[src/rtl/spi_ram_pkg.sv]
// Shared types and defaults for the SPI-attached byte RAM.
// Command encoding, TX hold FSM states and default sizing.
package spi_ram_pkg;

    typedef enum logic [1:0] {
        CMD_WR_ADDR = 2'b00,
        CMD_WR_DATA = 2'b01,
        CMD_RD_ADDR = 2'b10,
        CMD_RD_DATA = 2'b11
    } cmd_e;

    typedef enum logic {
        TX_ST_IDLE = 1'b0,
        TX_ST_HOLD = 1'b1
    } tx_state_e;

    localparam int TX_HOLD_DEF   = 9;
    localparam int MEM_DEPTH_DEF = 256;
    localparam int ADDR_SIZE_DEF = 8;

endpackage

[src/rtl/spi_ram_mem.sv]
// Byte storage: one sync write port, one sync read port with a
// registered, clearable output; write-first on address collision.
module spi_ram_mem #(
    parameter int DEPTH = 256,
    parameter int AW    = 8
) (
    input  logic          clk,
    input  logic          we,
    input  logic [AW-1:0] waddr,
    input  logic [7:0]    wdata,
    input  logic          re,
    input  logic [AW-1:0] raddr,
    input  logic          clr,
    output logic [7:0]    rdata
);

    logic [7:0] mem_q [DEPTH];
    logic [7:0] rdata_q;
    logic [7:0] rdata_d;

    always_comb begin
        rdata_d = rdata_q;
        if (clr) begin
            rdata_d = '0;
        end else if (re) begin
            rdata_d = (we && (waddr == raddr)) ? wdata : mem_q[raddr];
        end
    end

    always_ff @(posedge clk) begin
        if (we) begin
            mem_q[waddr] <= wdata;
        end
        rdata_q <= rdata_d;
    end

    assign rdata = rdata_q;

endmodule

[src/rtl/spi_ram.sv]
// Command decoder and TX hold timer between the SPI slave and its RAM.
// Define SPI_RAM_AUTOINC_EN to auto-increment addresses after data commands.
module spi_ram
    import spi_ram_pkg::*;
#(
    parameter int MEM_DEPTH = MEM_DEPTH_DEF,
    parameter int ADDR_SIZE = ADDR_SIZE_DEF,
    parameter int TX_HOLD   = TX_HOLD_DEF
) (
    input  logic       clk,
    input  logic       rst_n,
    input  logic [9:0] din,
    input  logic       rx_valid,
    output logic [7:0] dout,
    output logic       tx_valid,
    output logic       seq_err
);

    localparam int CNT_W = $clog2(TX_HOLD + 1);
    localparam int AW1   = ADDR_SIZE + 1;
    localparam logic [AW1-1:0] DEPTH_L = AW1'(MEM_DEPTH);

    logic                 rx_valid_q, rx_valid_d;
    logic                 cmd_vld_q, cmd_vld_d;
    cmd_e                 cmd_q, cmd_d;
    logic [7:0]           pay_q, pay_d;
    logic [ADDR_SIZE-1:0] wr_addr_q, wr_addr_d;
    logic [ADDR_SIZE-1:0] rd_addr_q, rd_addr_d;
    logic                 wr_vld_q, wr_vld_d;
    logic                 rd_vld_q, rd_vld_d;
    logic                 seq_err_q, seq_err_d;
    tx_state_e            state_q, state_d;
    logic [CNT_W-1:0]     cnt_q, cnt_d;

    logic mem_we, mem_re, rd_go, rd_zero;

    function automatic logic in_range(input logic [ADDR_SIZE-1:0] a);
        return {1'b0, a} < DEPTH_L;
    endfunction

`ifdef SPI_RAM_AUTOINC_EN
    localparam logic [ADDR_SIZE-1:0] LAST = ADDR_SIZE'(MEM_DEPTH - 1);

    function automatic logic [ADDR_SIZE-1:0] inc(input logic [ADDR_SIZE-1:0] a);
        return (a == LAST) ? '0 : a + ADDR_SIZE'(1);
    endfunction
`endif

    always_comb begin
        rx_valid_d = rx_valid;
        cmd_vld_d  = rx_valid & ~rx_valid_q;
        cmd_d      = cmd_vld_d ? cmd_e'(din[9:8]) : cmd_q;
        pay_d      = cmd_vld_d ? din[7:0] : pay_q;
        wr_addr_d  = wr_addr_q;
        rd_addr_d  = rd_addr_q;
        wr_vld_d   = wr_vld_q;
        rd_vld_d   = rd_vld_q;
        seq_err_d  = 1'b0;
        state_d    = state_q;
        cnt_d      = cnt_q;
        mem_we     = 1'b0;
        mem_re     = 1'b0;
        rd_go      = 1'b0;
        rd_zero    = 1'b0;

        // commands act one cycle after their accept edge
        if (cmd_vld_q && rst_n) begin
            unique case (cmd_q)
                CMD_WR_ADDR: begin
                    wr_addr_d = ADDR_SIZE'(pay_q);
                    wr_vld_d  = 1'b1;
                end
                CMD_WR_DATA: begin
                    if (wr_vld_q) begin
                        mem_we = in_range(wr_addr_q);
`ifdef SPI_RAM_AUTOINC_EN
                        wr_addr_d = inc(wr_addr_q);
`endif
                    end else begin
                        seq_err_d = 1'b1;
                    end
                end
                CMD_RD_ADDR: begin
                    rd_addr_d = ADDR_SIZE'(pay_q);
                    rd_vld_d  = 1'b1;
                end
                CMD_RD_DATA: begin
                    if (rd_vld_q) begin
                        rd_go   = 1'b1;
                        mem_re  = in_range(rd_addr_q);
                        rd_zero = ~in_range(rd_addr_q);
`ifdef SPI_RAM_AUTOINC_EN
                        rd_addr_d = inc(rd_addr_q);
`else
                        rd_vld_d  = 1'b0;
`endif
                    end else begin
                        seq_err_d = 1'b1;
                    end
                end
            endcase
        end

        if (rd_go) begin
            state_d = TX_ST_HOLD;
            cnt_d   = CNT_W'(TX_HOLD);
        end else if (cmd_vld_q) begin
            state_d = TX_ST_IDLE;
            cnt_d   = '0;
        end else if (state_q == TX_ST_HOLD) begin
            if (cnt_q == CNT_W'(1)) begin
                state_d = TX_ST_IDLE;
                cnt_d   = '0;
            end else begin
                cnt_d = cnt_q - CNT_W'(1);
            end
        end
    end

    always_ff @(posedge clk) begin
        if (!rst_n) begin
            rx_valid_q <= 1'b0;
            cmd_vld_q  <= 1'b0;
            cmd_q      <= CMD_WR_ADDR;
            pay_q      <= '0;
            wr_addr_q  <= '0;
            rd_addr_q  <= '0;
            wr_vld_q   <= 1'b0;
            rd_vld_q   <= 1'b0;
            seq_err_q  <= 1'b0;
            state_q    <= TX_ST_IDLE;
            cnt_q      <= '0;
        end else begin
            rx_valid_q <= rx_valid_d;
            cmd_vld_q  <= cmd_vld_d;
            cmd_q      <= cmd_d;
            pay_q      <= pay_d;
            wr_addr_q  <= wr_addr_d;
            rd_addr_q  <= rd_addr_d;
            wr_vld_q   <= wr_vld_d;
            rd_vld_q   <= rd_vld_d;
            seq_err_q  <= seq_err_d;
            state_q    <= state_d;
            cnt_q      <= cnt_d;
        end
    end

    spi_ram_mem #(
        .DEPTH(MEM_DEPTH),
        .AW   (ADDR_SIZE)
    ) u_mem (
        .clk  (clk),
        .we   (mem_we),
        .waddr(wr_addr_q),
        .wdata(pay_q),
        .re   (mem_re),
        .raddr(rd_addr_q),
        .clr  (~rst_n | rd_zero),
        .rdata(dout)
    );

    assign tx_valid = (state_q == TX_ST_HOLD);
    assign seq_err  = seq_err_q;

endmodule

[config.mk]
export PLATFORM = sky130hd
export DESIGN_NAME = spi_ram
export DESIGN_NICKNAME = d
export VERILOG_FILES = /design/src/rtl/spi_ram_pkg.sv /design/src/rtl/spi_ram_mem.sv /design/src/rtl/spi_ram.sv
export SDC_FILE = /design/constraint.sdc
export NUM_CORES = 2
export LEC_CHECK = 0
export CAP_MARGIN = 20
export CORE_MARGIN = 2
export CORE_UTILIZATION = 40
export CTS_BUF_LIST = sky130_fd_sc_hd__clkbuf_4
export CTS_CLUSTER_DIAMETER = 150
export DETAILED_ROUTE_END_ITERATION = 6
export GPL_ROUTABILITY_DRIVEN = 1
export HOLD_SLACK_MARGIN = 0.15
export PLACE_DENSITY_LB_ADDON = 0.12
export REMOVE_ABC_BUFFERS = 1
export SYNTH_ARGS = -nofsm -noshare
export SYNTH_HDL_FRONTEND = slang
export SYNTH_SLANG_ARGS = --single-unit
[constraint.sdc]
create_clock -name clk -period 9.8 [get_ports clk]
set_input_delay 1.47 -clock clk [delete_from_list [all_inputs] [get_ports clk]]
set_output_delay 1.47 -clock clk [all_outputs]
set_load 0.005 [all_outputs]
==> reports/qor.csv <==
stage;metric;value;unit
status;status;completed;
place;placedInstanceArea;84500;sq um
cells_and_area;drive_gt1_share;31.0;%
setup_path;cp-startpoint;rd_addr_q[0];
cells_and_area;finalNetCount;4410;
clocking;clockBufferDepth;4;
clocking;cts_tree;built;
synth;synth-async-reset-ratio;0;%
synth;synthDistinctLibCells;59;
synth;syn_inst;3928;
clocking;clk_pin_slew;0.07;ns
detailed_routing;first_pass_iters;5;
cells_and_area;finish.instance_area;91300;sq um
setup_path;path_max_fanout;74;
sta;rsz0062_at_grt;false;
hold_path;hold_class;register to register;
power;leakagePower;28.6;nW
detailed_routing;wl_met1;106;mm
sta;relSlewSlack;23.1;%
setup_path;crit_slowest_cell;dfxtp_4;
detailed_routing;dr_total_vias;43100;
clocking;clock_tree.root_cell;clkbuf_4;
setup_path;crit_buf_inv;3;
synth;synth-edff-count;2048;
synth;muxShareOfSynthArea;15.1;%
clocking;cts_sinks;2092;
detailed_routing;detail-route-antenna-nets;0;
grt;grt_usage;23.9;%
detailed_routing;drcViolationCount;0;
synth;synth_compound_area_share;3.05;%
setup_path;arrival;6.23;ns
sta;tightest_slew;1.15;ns
clocking;cts_setup_buffers;0;
die;coreArea;202000;sq um
synth;synth_flop_cell;edfxtp_1;
detailed_routing;wl;247;mm
grt;grt_max_degree;158;
die;ios;23;
sta;fin_skew;0.0882;ns
setup_path;required;11.01;ns
sta;setup_viol;0;
detailed_routing;routed-wl-met2;113;mm
detailed_routing;routed.top_layer;met4;
place;hpwl;144;mm
grt;antenna_found_initial;10;
setup_path;cp-end-kind;register;
synth;yosys_warnings;0;
setup_path;cpPeakStageDelay;0.79;ns
setup_path;cp_num_cells;10;
power;totalPowerFinal;17.6;mW
detailed_routing;drt_first_iter_violations;5283;
die;die_w;454;um
setup_path;path_delay_family;compound AO/OA/AOI/OAI gates;
power;pwr_density_cell;193;nW/um^2
sta;finalCriticalPeriod;5.02;ns
clocking;cts-resized-gates;0;
synth;syn_area;81100;sq um
sta;slew_viol_final;0;
grt;grt_first_pass_wirelength;344;mm
synth;avgSynthCellArea;20.7;sq um
detailed_routing;route.met3.wl;19.8;mm
synth;synth-adder-area-share;0.0308;%
cells_and_area;syn_to_final_growth;12.5;%
place;port_buffers;22;
synth;synthXorXnorAreaFrac;0;%
setup_path;critPathLaunchType;register;
die;die_h;454;um
sta;max_freq;0.199;GHz
synth;ys_seq_area_share;76.9;%
clocking;clk_latency;1.34;ns
sta;fin_crit_sh;51.2;%
synth;synth-seq-cells;2092;
setup_path;crit_end;u_mem.rdata[3];
setup_path;worst-setup-path-type;register to register;
setup_path;critical_path.cell_chain;buf_12 -> buf_4 -> mux4_2 -> and2_1 -> a211oi_1 -> a2111oi_0 -> buf_2 -> o2111ai_1 -> a311o_1 -> o311ai_1;
synth;synthSimpleGateAreaFrac;3.25;%
die;dieArea;206000;sq um
clocking;cts.htree.levels;6;
sta;hold_viol;0;
run;cap_violations;0;
setup_path;reg2reg_to;u_mem.rdata[3];
clocking;cts-buffers-inserted;570;
grt;gr-total-overflow;0;
synth;synth_top_family_by_area;multiplexers;
detailed_routing;via_per_inst;5.79;
die;rows;165;
cells_and_area;utilization;45.2;%
setup_path;r2r-start;rd_addr_q[0];
detailed_routing;wl_per_cell;33.1;um
die;initial_core_util;40.2;%
place;gp_congestion;0.843;
setup_path;r2r_slack;4.78;ns
power;ir_worst_vdd;0.143;mV
grt;first_global_vias;43800;
clocking;cts_hold_buf;0;
setup_path;r2r_cells;10;
## kinds of logic after synthesis
kind of cell,count (synthesis)
AOI/OAI and AO/OA,351
adders and majority gates,2
buffers and inverters,242
DFF,2092
muxes,627
and+or+nand+nor,614
## cell usage after synthesis (17+ instances only)
library cell / number / area share, %
o22ai_1: 32 / 0.25
nor3_1: 50 / 0.31
mux4_2: 476 / 13
mux2i_1: 151 / 1.9
a22oi_1: 80 / 0.74
nor2_1: 308 / 1.4
a211oi_1: 18 / 0.17
nor2b_1: 22 / 0.17
dfxtp_1: 44 / 1.1
buf_6: 39 / 0.54
nand2_1: 134 / 0.62
clkbuf_1: 105 / 0.49
o221ai_1: 55 / 0.59
buf_2: 41 / 0.25
a21oi_1: 83 / 0.51
buf_4: 26 / 0.24
edfxtp_1: 2048 / 76
nand3_1: 42 / 0.26
o21ai_0: 20 / 0.12
buf_1: 17 / 0.079
## how the worst min path moves through the flow
stage	start	endpoint	slack (ns)	depth (start not counted)
final	rx_valid_q	cmd_vld_q	0.43	1
after global routing	wr_vld_q	wr_vld_q	0.46	2
after CTS	rx_valid_q	cmd_vld_q	0.44	1
after detailed placement	rx_valid_q	cmd_vld_q	0.43	1
after global placement	rx_valid_q	cmd_vld_q	0.43	1
after floorplan	rx_valid_q	cmd_vld_q	0.41	1
## worst register-to-register path: cells and delay by family (launching register included)
family                 cells  cell delay (ns)
DFF                        1             0.79
AOI/OAI and AO/OA          5             1.64
buffers and inverters      3             1.70
muxes                      1             0.62
and+or+nand+nor            1             0.19
## flip-flops by register name, indices dropped and copies added (netlist names)
signal       cells
cmd_q            2
cmd_vld_q        1
cnt_q            4
pay_q            8
rd_addr_q        8
rd_vld_q         1
rx_valid_q       1
seq_err          1
tx_valid         1
u_mem.mem_q   2048
u_mem.rdata      8
wr_addr_q        8
wr_vld_q         1
## cell usage in the layout, fill, tap and decap left out, drive strengths merged, types with 8 or more instances in the layout
cell           netlist  layout
a21oi               83      83
clkinv               0     105
nor2b               22      22
clkdlybuf4s50        0      22
diode                0       8
o22ai               32      32
nand3               42      42
dfxtp               44      44
o21ai               20      20
nor2               308     308
nor3                50      50
a22oi               80      80
o221ai              55      55
a2111oi             10      10
mux2i              151     151
edfxtp            2048    2048
clkbuf             105     814
inv                 11      23
mux4               476     476
a211oi              18      18
a31oi               11      11
and2                13      13
nand4                8       8
nand2              134     134
buf                126     103
## per-layer routing
metal	GRT usage, %	up-vias
li1	-	17600
met1	34.2	22900
met2	35.7	2201
met3	5.25	388
met4	9.24	0
met5	0	-
## where the power goes
group          total (mW)  internal (mW)  switching [mW]
Clock                7.52           3.92            3.60
Sequential           9.86           9.82          0.0442
Combinational       0.204         0.0278           0.176
## stage by stage
| step | setup TNS (ns) | std cells | worst slack (ns) | hold slack [ns] |
|---|---|---|---|---|
| 3_3_place_gp | 0 | 6480 | 3.95 | 0.429 |
| 2_1_floorplan | -128.40 | 3697 | -14.69 | 0.406 |
| 6_report | 0 | 7439 | 4.78 | 0.432 |
| 4_1_cts | 0 | 7430 | 4.79 | 0.436 |
| 5_1_grt | 0 | 7439 | 4.61 | 0.465 |
| 3_5_place_dp | 0 | 6494 | 4.56 | 0.428 |
## cell type report
cell class,count,area (sq um)
fillers,17400,111000
flip-flops and latches,2092,62400
multi-input cells,1594,17500
clock buffers,813,6100
well taps,2672,3340
repair buffers,126,1240
clock inverters,123,616
inverters,11,45.0
diodes,8,20.0
Power figures use the tool's default switching activity.
